[src/rtl/sr_ctrl_pkg.sv]
// Shared definitions for the serial configuration register access controller.
// One-hot state encoding and default register length.
package sr_ctrl_pkg;

    localparam int SR_DATA_WIDTH = 170;

    typedef enum logic [4:0] {
        IDLE = 5'b00001,
        LO   = 5'b00010,
        HI   = 5'b00100,
        LOAD = 5'b01000,
        DONE = 5'b10000
    } sr_state_e;

endpackage

[src/rtl/sr_phase_div.sv]
// Half-period timer for sr_clk: latches the divider on load and flags
// the last clk cycle of every half-period.
module sr_phase_div
    import sr_ctrl_pkg::*;
#(
    parameter int DIV_WIDTH = 8
) (
    input  logic                 clk,
    input  logic                 rst,
    input  logic                 load,
    input  logic [DIV_WIDTH-1:0] div,
    input  logic                 clear,
    output logic                 phase_end
);

    logic [DIV_WIDTH-1:0] d_q;
    logic [DIV_WIDTH-1:0] cnt;

    always_ff @(posedge clk or posedge rst) begin
        if (rst) begin
            d_q <= '0;
            cnt <= '0;
        end else begin
            // A zero divider behaves exactly like a divider of one
            if (load) begin
                d_q <= (div == '0) ? DIV_WIDTH'(1) : div;
            end
            if (clear || phase_end) begin
                cnt <= '0;
            end else begin
                cnt <= cnt + DIV_WIDTH'(1);
            end
        end
    end

    assign phase_end = (cnt == d_q - DIV_WIDTH'(1));

endmodule

[src/rtl/sr_access_ctrl.sv]
// Runs one full write/readback access of the chip's serial config register:
// shift out din, capture old contents, pulse sr_load, present dout with done.
module sr_access_ctrl
    import sr_ctrl_pkg::*;
#(
    parameter int DATA_WIDTH      = SR_DATA_WIDTH,
    parameter int CNT_WIDTH       = 8,
    parameter int DIV_WIDTH       = 8,
    parameter int SHIFT_DIRECTION = 1,
    parameter int LOAD_CYCLES     = 2
) (
    input  logic                  clk,
    input  logic                  rst,
    input  logic                  start,
    input  logic [DATA_WIDTH-1:0] din,
    input  logic [DIV_WIDTH-1:0]  div,
    output logic                  busy,
    output logic                  done,
    output logic [DATA_WIDTH-1:0] dout,
    output logic                  sr_clk,
    output logic                  sr_din,
    input  logic                  sr_dout,
    output logic                  sr_load
);

    localparam int LW = (LOAD_CYCLES > 1) ? $clog2(LOAD_CYCLES) : 1;
    localparam logic [CNT_WIDTH-1:0] LAST_BIT = CNT_WIDTH'(DATA_WIDTH - 1);
    localparam logic [LW-1:0] LAST_LOAD = LW'(LOAD_CYCLES - 1);

    sr_state_e             state;
    logic [DATA_WIDTH-1:0] shreg;
    logic [DATA_WIDTH-1:0] shreg_nxt;
    logic [DATA_WIDTH-1:0] cap;
    logic [DATA_WIDTH-1:0] cap_nxt;
    logic [CNT_WIDTH-1:0]  bit_cnt;
    logic [LW-1:0]         load_cnt;
    logic                  din_lead;
    logic                  nxt_lead;
    logic                  accept;
    logic                  phase_clr;
    logic                  phase_end;

    assign accept    = (state == IDLE) && start;
    assign phase_clr = (state != LO) && (state != HI);

    always_comb begin
        shreg_nxt = shreg;
        cap_nxt   = cap;
        din_lead  = 1'b0;
        nxt_lead  = 1'b0;
        if (SHIFT_DIRECTION != 0) begin
            shreg_nxt = shreg << 1;
            cap_nxt   = {cap[DATA_WIDTH-2:0], sr_dout};
            din_lead  = din[DATA_WIDTH-1];
            nxt_lead  = shreg_nxt[DATA_WIDTH-1];
        end else begin
            shreg_nxt = shreg >> 1;
            cap_nxt   = {sr_dout, cap[DATA_WIDTH-1:1]};
            din_lead  = din[0];
            nxt_lead  = shreg_nxt[0];
        end
    end

    sr_phase_div #(
        .DIV_WIDTH (DIV_WIDTH)
    ) u_phase_div (
        .clk       (clk),
        .rst       (rst),
        .load      (accept),
        .div       (div),
        .clear     (phase_clr),
        .phase_end (phase_end)
    );

    always_ff @(posedge clk or posedge rst) begin
        if (rst) begin
            state    <= IDLE;
            shreg    <= '0;
            cap      <= '0;
            bit_cnt  <= '0;
            load_cnt <= '0;
            busy     <= 1'b0;
            done     <= 1'b0;
            dout     <= '0;
            sr_clk   <= 1'b0;
            sr_din   <= 1'b0;
            sr_load  <= 1'b0;
        end else begin
            done <= 1'b0;
            unique case (state)
                IDLE: begin
                    if (start) begin
                        state   <= LO;
                        shreg   <= din;
                        cap     <= '0;
                        bit_cnt <= '0;
                        busy    <= 1'b1;
                        sr_clk  <= 1'b0;
                        sr_din  <= din_lead;
                    end
                end
                LO: begin
                    if (phase_end) begin
                        state  <= HI;
                        sr_clk <= 1'b1;
                    end
                end
                HI: begin
                    // Chip output is sampled on the edge that drops sr_clk
                    if (phase_end) begin
                        cap     <= cap_nxt;
                        bit_cnt <= bit_cnt + CNT_WIDTH'(1);
                        sr_clk  <= 1'b0;
                        if (bit_cnt == LAST_BIT) begin
                            state    <= LOAD;
                            sr_din   <= 1'b0;
                            sr_load  <= 1'b1;
                            load_cnt <= '0;
                        end else begin
                            state  <= LO;
                            shreg  <= shreg_nxt;
                            sr_din <= nxt_lead;
                        end
                    end
                end
                LOAD: begin
                    if (load_cnt == LAST_LOAD) begin
                        state   <= DONE;
                        sr_load <= 1'b0;
                        dout    <= cap;
                        done    <= 1'b1;
                    end else begin
                        load_cnt <= load_cnt + LW'(1);
                    end
                end
                DONE: begin
                    state <= IDLE;
                    busy  <= 1'b0;
                end
                default: begin
                    state <= IDLE;
                end
            endcase
        end
    end

endmodule

[config.mk]
export PLATFORM = sky130hd
export DESIGN_NAME = sr_access_ctrl
export DESIGN_NICKNAME = d
export VERILOG_FILES = /design/src/rtl/sr_ctrl_pkg.sv /design/src/rtl/sr_phase_div.sv /design/src/rtl/sr_access_ctrl.sv
export SDC_FILE = /design/constraint.sdc
export NUM_CORES = 1
export LEC_CHECK = 0
export CORE_MARGIN = 8
export CORE_UTILIZATION = 56
export CTS_BUF_LIST = sky130_fd_sc_hd__clkbuf_8
export DETAILED_ROUTE_END_ITERATION = 16
export PLACE_DENSITY = 0.92
export SLEW_MARGIN = 20
export SYNTH_ARGS = -nofsm -noshare
export SYNTH_HDL_FRONTEND = slang
export SYNTH_SLANG_ARGS = --single-unit
[constraint.sdc]
create_clock -name clk -period 24.5 [get_ports clk]
set_input_delay 2.45 -clock clk [delete_from_list [all_inputs] [get_ports clk]]
set_output_delay 2.45 -clock clk [all_outputs]
set_load 0.05 [all_outputs]
[Word-level counts from Yosys, hierarchy flattened]
Index checks and enable logic that the tools add are counted.
Word-level totals
  bits in registers: 544
  input bits: 182
  word-level logic and storage cells: 86
Operators by class
  add/sub/neg operators: 4
  eq/ne operators: 15
  muxes and demuxes: 38
  reduce and logical (&&, ||, !) cells: 16
Operators by type and width (number)
  2-to-1 mux 169 bit: 3
  2-to-1 mux 170 bit: 2
  one-hot mux 170 bit (2 select lines): 1
  one-hot mux 169 bit (2 select lines): 1
  2-to-1 mux 8 bit: 4
  2-to-1 mux 5 bit: 4
  one-hot mux 5 bit (4 select lines): 1
  adder 8 x 1 -> 8 bit (second input constant): 2
  one-hot mux 8 bit (2 select lines): 1
  AND reduction 4 bit: 4
  2-to-1 mux 1 bit: 15
  == test 8 bit: 1
  == test 8 bit (second input constant): 1
  logical NOT 8 bit: 1
  != test 2 bit (second input constant): 4
  one-hot mux 1 bit (2 select lines): 4
  subtractor 8 x 1 -> 8 bit (second input constant): 1
  AND reduction 3 bit: 2
  nonzero test 2 bit: 3
  == test 5 x 1 -> 1 bit (second input constant): 1
  == test 5 x 2 -> 1 bit (second input constant): 1
  == test 5 x 3 -> 1 bit (second input constant): 1
  == test 5 x 4 -> 1 bit (second input constant): 1
  == test 5 bit (second input constant): 1
  other kinds (10): 13

[Logic depth before layout (Yosys ltp)]
Gate-level depths: netlist of the first run.
  word-level depth: 4
  mapped depth: 12
  depth with buffers taken out: 8

[Cells and area by module]
Synthesis of the first run repeated with hierarchy kept, for this count alone.
Second synthesis, totals
  cells, all modules: 1838
  area, all modules: 23572.6 µm²
Modules (own cells, without submodules)
  sr_access_ctrl: times used 1, cells an instance 1754, area an instance 22656.7 µm²
  sr_phase_div: times used 1, cells an instance 84, area an instance 915.9 µm²

[Worst setup path before layout of the first run]
OpenSTA, ideal clock, no wires.
  kind: in2reg
  start: input start
  end: register sr_clk
  arrival time: 3.859 ns
  path slack: 20.516 ns
  cell stages on the path: 7
  cells stage by stage: nand4_1 -> a22o_1 -> clkbuf_1 -> or2_2 -> clkbuf_1 -> clkbuf_1 -> o2bb2ai_1
Between the ends
  longest elaborated chain between the ends: 2
RTL lines
  start, declared: line sr_access_ctrl.sv:14  | input logic start,
  != test 2 bit (no source line)
  AND reduction 4 bit (no source line)
  end signal, assigned: line sr_access_ctrl.sv:85  | sr_clk <= 1'b0;
  end signal, assigned: line sr_access_ctrl.sv:98  | sr_clk <= 1'b0;
  end signal, assigned: line sr_access_ctrl.sv:105  | sr_clk <= 1'b1;
  end, declared: line sr_access_ctrl.sv:20  | output logic sr_clk,
Every way passes these cells.
A chain may end at the register's enable or synchronous reset.

[Worst setup path after layout of the first run]
  start: input start
  end: register shreg[58]
Between the ends
  longest elaborated chain between the ends: 2
RTL lines
  != test 2 bit (no source line)
  AND reduction 4 bit (no source line)
  end signal, assigned: line sr_access_ctrl.sv:94  | shreg <= din;
  end signal, assigned: line sr_access_ctrl.sv:121  | shreg <= shreg_nxt;
  end, declared: line sr_access_ctrl.sv:31  | logic [DATA_WIDTH-1:0] shreg;
Every way passes these cells.

==> results of run 1 <==
[critical path, stage by stage]
cell	delay [ps]
clkdlybuf4s50_1	520
nand4_1	290
a22o_4	640
nor3_4	260
buf_4	620
buf_4	910
a2bb2oi_1	250
[stage by stage]
stage,utilization,area (µm²)
2_1_floorplan,-,22210
3_3_place_gp,0.6548,25840
3_5_place_dp,0.6548,25840
4_1_cts,0.6954,27440
5_1_grt,0.6971,27510
6_report,0.6971,27510
[report_power, final]
| group | internal [W] | switching (W) | leakage, nW | total (W) |
|---|---|---|---|---|
| Clock | 0.000380 | 0.000341 | 0.958 | 0.000720 |
| Sequential | 0.000899 | 0.000000554 | 6.70 | 0.000900 |
| Combinational | 0.0000333 | 0.0000293 | 4.63 | 0.0000625 |
| Total | 0.00131 | 0.000370 | 12.3 | 0.00168 |
[state kept, by name (all words and copies together) (netlist names)]
signal	count
sr_clk	1
sr_din	1
u_phase_div.cnt	8
shreg	169
u_phase_div.d_q	8
load_cnt	1
cap	170
dout	170
sr_load	1
done	1
bit_cnt	8
state	5
busy	1
[kinds of logic after synthesis]
group,count (synthesis),synth area share
flops,544,0.6130
xor+xnor,15,0.005915
buf+inv,205,0.03763
simple gates,778,0.1382
fa+ha+maj,4,0.002253
compound gates,721,0.2030
[metal layers]
layer  track usage  share of wire  up-vias
li1              -              -     8413
met1        0.3282           0.40     9276
met4        0.1021          0.032        2
met3       0.07079          0.091      130
met5             0        0.00013        -
met2        0.3979           0.48      902
[worst max-delay path by stage]
| stage | to | startpoint | cells past startpoint |
|---|---|---|---|
| floorplan | bit_cnt[0]$_DFFE_PP0P_ | rst | 1 |
| global placement | shreg[156]$_DFFE_PP0P_ | start | 6 |
| detailed placement | shreg[156]$_DFFE_PP0P_ | start | 6 |
| CTS | shreg[3]$_DFFE_PP0P_ | start | 6 |
| global route | cap[43]$_DFFE_PP0P_ | start | 6 |
| finish | shreg[58]$_DFFE_PP0P_ | start | 7 |
[cells in the mapped netlist, types with 8 or more instances]
library cell and count:
nand2_1 711, nand3_1 13, o21ai_0 352, a2bb2oi_1 168, nor2_1 17, clkbuf_1 160
a21oi_1 12, dfrtp_1 543, o22ai_1 169, buf_2 20, buf_4 11, xor2_1 8
inv_1 9
[cell type report]
| cell class | instances | area [µm²] |
|---|---|---|
| fill | 2733 | 11950 |
| antenna | 1 | 2.502 |
| inverter | 10 | 47.55 |
| sequential | 544 | 13610 |
| clock inverter | 42 | 168.9 |
| multi-input combinational | 1518 | 7809 |
| timing repair buffer | 376 | 3777 |
| clock buffer | 104 | 1431 |
| tap | 525 | 656.9 |
==> metrics.md, run 1 <==
| Metric | Value |
|---|---|
| Initial antenna violation count | 2 |
| Total GRT Usage | 0.2524 |
| Mapped Nets | about 2500 |
| Setup slack after layout | 18920 ps |
| Synthesis-to-layout area growth | 23.85% |
| Die area | between 40000 and 50000 µm² |
| Num rows | 73 |
| Most common cell after layout, fill and taps aside | nand2_1 |
| MaxCap Viol Count | 0 |
| Top achievable clock speed | around 180 MHz |
| Status | completed |
| Post-route setup TNS | 0 ps |
| First-pass GRT wire length | between 90 and 100 mm |
| Tot Pwr | 0.001683 W |
| Gpl congestion | a little under 0.9 |
| Clock Skews | 31.96 ps |
| Via density | ~6.0 |
| R2R depth | 7 |
| Min-Delay Path Class | reg -> reg |
| Slew HR | 0.2784 |
| Fin cells | around 3100 |
| Post-DP HPWL | 37.20 mm |
| Cell type with the largest total area after synthesis | dfrtp_1 |
| Initial DRC Count | about 1800 |
| Largest cells by area after synthesis | dfrtp_1 61%, nand2_1 12%, o21ai_0 7.9% |
| Netlist Area Pre-Place | between 20000 and 25000 µm² |
| Startpoint class of the critical path | input pin |
| Async set or reset register ratio after synthesis | 1.000 |
| Placed Cells | 2971 |
| Max VDD drop | 0.00004460 V |
| Min Hold Slack | roughly 470 ps |
| Critical-path maximum fanout | approximately 110 |
| Setup WS pre-CTS | 18140 ps |
| Wire length per cell | 19.25 µm |
| Drt pass-1 iters | 8 |
| Htree depth | 3 |
| Tightest Pin Transition | between 1000 and 1500 ps |
| EDFF count, synth | 0 |
| Skew-Pair Late Insertion Delay | approximately 630 ps |
| DRC violation count after routing | 0 |
| I/O Pins | between 300 and 400 |
| Hold Path Origin | dout[116]$_DFFE_PP0P_ |
| Starting density of the core | 0.5629 |
| Hold endpoint | dout[116]$_DFFE_PP0P_ |
| Total CTS buffers | 83 |
| RSZ-0062 raised after global routing | false |
| Pwr Density | 61.17 nW/µm² |
| Final hold viol count | 0 |
| # clock sinks | between 500 and 600 |
| Chip width | about 220 µm |
| Slew Viols, Final | 0 |
| Clk root buf | clkbuf_8 |
| Crit end category | flop |
| DRT antenna net count | 0 |
| CTS tree | done |
| Die Y-Extent | between 200 and 250 µm |
| Largest net degree at the start of global routing | roughly 180 |
| Register area share after synthesis | 0.6130 |
| Post-Syn Instances | ~2300 |
| Synthesis-stage register bit count | between 500 and 600 |
| Worst setup path class | in -> reg |
| Layout cells sized above 1 | 0.05590 |
| Post-CTS setup buffer count | 0 |
| CTS max path bufs | 3 |
| R2R Path End | cap[63]$_DFFE_PP0P_ |
| Leakage power | around 12 nW |
| GRT overflow | 0 |
| Core area | just under 40000 µm² |
| WP data required | ~25000 ps |
| Mapped Avg Cell Area | between 9 and 10 µm² |
| Most frequent cells in the layout | 709 x nand2_1, 543 x dfrtp_1, 356 x clkdlybuf4s50_1, 352 x o21ai_0, 169 x o22ai_1 |
| Final nets | around 2700 |
| Vias | between 15000 and 20000 |
| Ys flop type | dfrtp_1 |
| CTS resizes | 0 |
| Setup violators final | 0 |
| CP arrival | approximately 6100 ps |
| Reg2Reg Setup Slack | between 20000 and 25000 ps |
| Reg-to-Reg Start | u_phase_div.d_q[2]$_DFFE_PP0P_ |
| CTS Hold Bufs | 0 |
| Vias in the first global route | 18835 |
| Minimum clock period after layout | 5578 ps |
| Buffers added on ports | ~360 |
| Number of library cell types mapped by synthesis | 48 |
| Hold Path Depth | 2 |
| Clk slew on worst S/H paths | ~60 ps |
| Synth warn | 0 |
| Post-synth top area share | 0.6118 |
| Final Cycle Share | 0.2277 |
| Detailed Route WL | between 60 and 70 mm |
(Power assumes the default switching activity.)
==> inputs of run 2 (changes only) <==
- CORE_UTILIZATION: 56 -> 50
- PLACE_DENSITY: 0.92 -> 0.87
- clock period: 24.5 -> 4.8 ns (I/O delays scaled with it)
==> run 2 against run 1 <==
Compared with the run above: register-to-register slack got worse by 19000 ps; first-iteration DRC count down 5.1%; sequential power grew to 5.1 times the previous value; critical endpoint is now cap[70]$_DFFE_PP0P_; final area rose by 2.0%; worst hold slack worse by 120 ps; highest routed layer unchanged; setup slack lost 18000 ps.
==> metrics.md, run 2 (same netlist as run 1, synthesis figures left out) <==
| Metric | Value |
|---|---|
| Critical-path maximum fanout | 71 (-32%) |
| Initial DRC Count | 1739 (-5.1%) |
| Startpoint class of the critical path | flop |
| Family with the most delay on the worst path | simple AND/OR/NAND/NOR gates |
| Highest cell delay on the worst timing path | 680 ps (-230 ps) |
| Wire length per cell | 18.83 µm (-2.2%) |
| Crit-path cells | nand2b_1, or4_1, nor3_1, a31o_4, or2_4, buf_4, o21ai_0 |
| Minimum clock period after layout | 3718 ps |
| Status | completed |
| Slew Viols, Final | 0 (unchanged) |
| DRT antenna net count | 0 (unchanged) |
| Tightest Pin Transition | 958.4 ps (-123.9 ps) |
| Area of the multi-input gates | 7809 µm² (unchanged) |
| DRC violation count after routing | 0 (unchanged) |
| Layout cells sized above 1 | 0.06820 (+0.01230) |
| WP data required | 5310 ps (-19710 ps) |
| First-pass GRT wire length | 96.65 mm (-1.2%) |
| Core area | 44030 µm² (+12%) |
| Worst setup path class | reg -> reg |
| Clk root buf | clkbuf_8 |
| CTS Hold Bufs | 0 (unchanged) |
| Via density | 5.810 (-3.2%) |
| Most common cell after layout, fill and taps aside | nand2_1 |
| # clock sinks | 544 (unchanged) |
| Die area | 51420 µm² (+11%) |
| Clock Skews | 26.13 ps (-5.828 ps) |
| CTS max path bufs | 3 (unchanged) |
| FF/Latch Area | 13610 µm² (unchanged) |
| Min-Delay Path Class | in -> async |
| Top achievable clock speed | between 200 and 300 MHz |
| Crit end category | flop |
| Worst path slowest cell | a31o_4 |
| Chip width | 226.8 µm (+5.4%) |
| Synthesis-to-layout area growth | 26.33% |
| RSZ-0062 raised after global routing | false |
| Fillers | 3295 (+21%) |
| Most frequent cells in the layout | 709 x nand2_1, 543 x dfrtp_1, 356 x clkdlybuf4s50_1, 352 x o21ai_0, 169 x o22ai_1 |
| Largest net degree at the start of global routing | 253 (+44%) |
| Num rows | 77 (+5.5%) |
| Starting density of the core | 0.5044 (-0.05843) |
| Pwr Density | 329.9 nW/µm² (+440%) |
| Total CTS buffers | 85 (+2.4%) |
| Skew-Pair Late Insertion Delay | 660 ps (+30 ps) |
| Htree depth | 3 (unchanged) |
| Drt pass-1 iters | 6 (-2) |
| Vias | 18608 (-0.61%) |
| Final hold viol count | 0 (unchanged) |
| Post-DP HPWL | 37.45 mm (+0.68%) |
| Placed Cells | 3050 (+2.7%) |
| Total GRT Usage | 0.2295 (-0.02289) |
| Initial antenna violation count | 2 (unchanged) |
| Setup WS pre-CTS | 1167 ps (-16970 ps) |
| Placed cell areas | 26110 µm² (+1.0%) |
| CTS tree | done |
| Fin util | 0.6373 (-0.05987) |
| Final nets | 2732 (+0.48%) |
| Die Y-Extent | 226.8 µm (+5.4%) |
| Worst path bufs/invs | 1 (-2) |
| Slew HR | 0.3610 (+0.08260) |
| Gpl congestion | 0.8548 (-3.5%) |
| Setup violators final | 0 (unchanged) |
| Setup slack after layout | 1082 ps (-17840 ps) |
| GRT overflow | 0 (unchanged) |
| Post-CTS setup buffer count | 0 (unchanged) |
| Buffers added on ports | 356 (unchanged) |
| Max VDD drop | 0.0002672 V (+500%) |
| Final Cycle Share | 0.7746 |
| Leakage power | 12.45 nW (+1.3%) |
| Final Instance Area | 28060 µm² (+2.0%) |
| Vias in the first global route | 18861 (+0.14%) |
| I/O Pins | 357 (unchanged) |
| Min Hold Slack | 351.7 ps (-121.9 ps) |
| CTS resizes | 0 (unchanged) |
| Registers with the most flip-flops | cap (170), dout (170), shreg (169) |
| Clk slew on worst S/H paths | 70 ps (about the same) |
| Detailed Route WL | 60.30 mm (+0.39%) |
| CP arrival | 4220 ps (-1880 ps) |
| Fin cells | 3203 (+2.7%) |
| MaxCap Viol Count | 0 (unchanged) |
run 2: cell types whose count changed in the layout (fill, tap and decap cells not counted), sizes merged:
| cell | previous run | this run |
|---|---|---|
| inv | 45 | 28 |
| buf | 20 | 31 |
| bufinv | 0 | 8 |
| clkbuf | 104 | 111 |
| clkinv | 6 | 10 |
| clkinvlp | 1 | 4 |
run 2: per-layer routing:
layer  routed length, µm  global-route usage  vias up  share of wire
met1               24500              0.2905     9233           0.41
met4                1927             0.09831        2          0.032
met3                5227             0.06868      134          0.087
li1                    -                   -     8447              -
met2               28630              0.3643      792           0.47
met5                  13                   0        -        0.00022
run 2: worst reg2reg max path: stages, from the launching register on:
cell and delay [ps]:
dfrtp_1 430, nand2b_1 200, or4_1 560, nor3_1 290, a31o_4 680, or2_4 710, buf_4 510, o21ai_0 220
run 2: through the flow:
stage	total power, W	setup TNS [ps]
2_1_floorplan	0.004801	-1672960
3_3_place_gp	0.004993	0
3_5_place_dp	0.004998	0
4_1_cts	0.009338	0
5_1_grt	0.009563	0
6_report	0.009257	0
run 2: final timing paths:
kind / start / end / slack, ps / depth (start not counted)
worst max-delay path: state[3]$_DFFE_PP0P_ / cap[70]$_DFFE_PP0P_ / 1080 / 7
worst min register to register: dout[123]$_DFFE_PP0P_ / dout[123]$_DFFE_PP0P_ / 470 / 2
worst min-delay path: rst / dout[138]$_DFFE_PP0P_ / 350 / 2
worst max register to register: state[3]$_DFFE_PP0P_ / cap[70]$_DFFE_PP0P_ / 1080 / 7
min in group clk: div[5] / u_phase_div.d_q[5]$_DFFE_PP0P_ / 390 / 3
max in group asynchronous: rst / shreg[43]$_DFFE_PP0P_ / 3040 / 3
run 2: final cells by class:
cell class	instances	area share
Timing Repair Buffer	387	0.1400
Inverter	10	0.001561
Tap cell	592	0.02640
Clock buffer	111	0.05445
Multi-Input combinational cell	1518	0.2783
Antenna cell	1	0.00008919
Clock inverter	40	0.01396
Sequential cell	544	0.4852
run 2: report_power, final:
group / total, W / internal, W / switching (W)
Combinational: 0.000320 / 0.000173 / 0.000147
Sequential: 0.00459 / 0.00459 / 0.00000273
Clock: 0.00434 / 0.00250 / 0.00184
Total: 0.00926 / 0.00727 / 0.00199
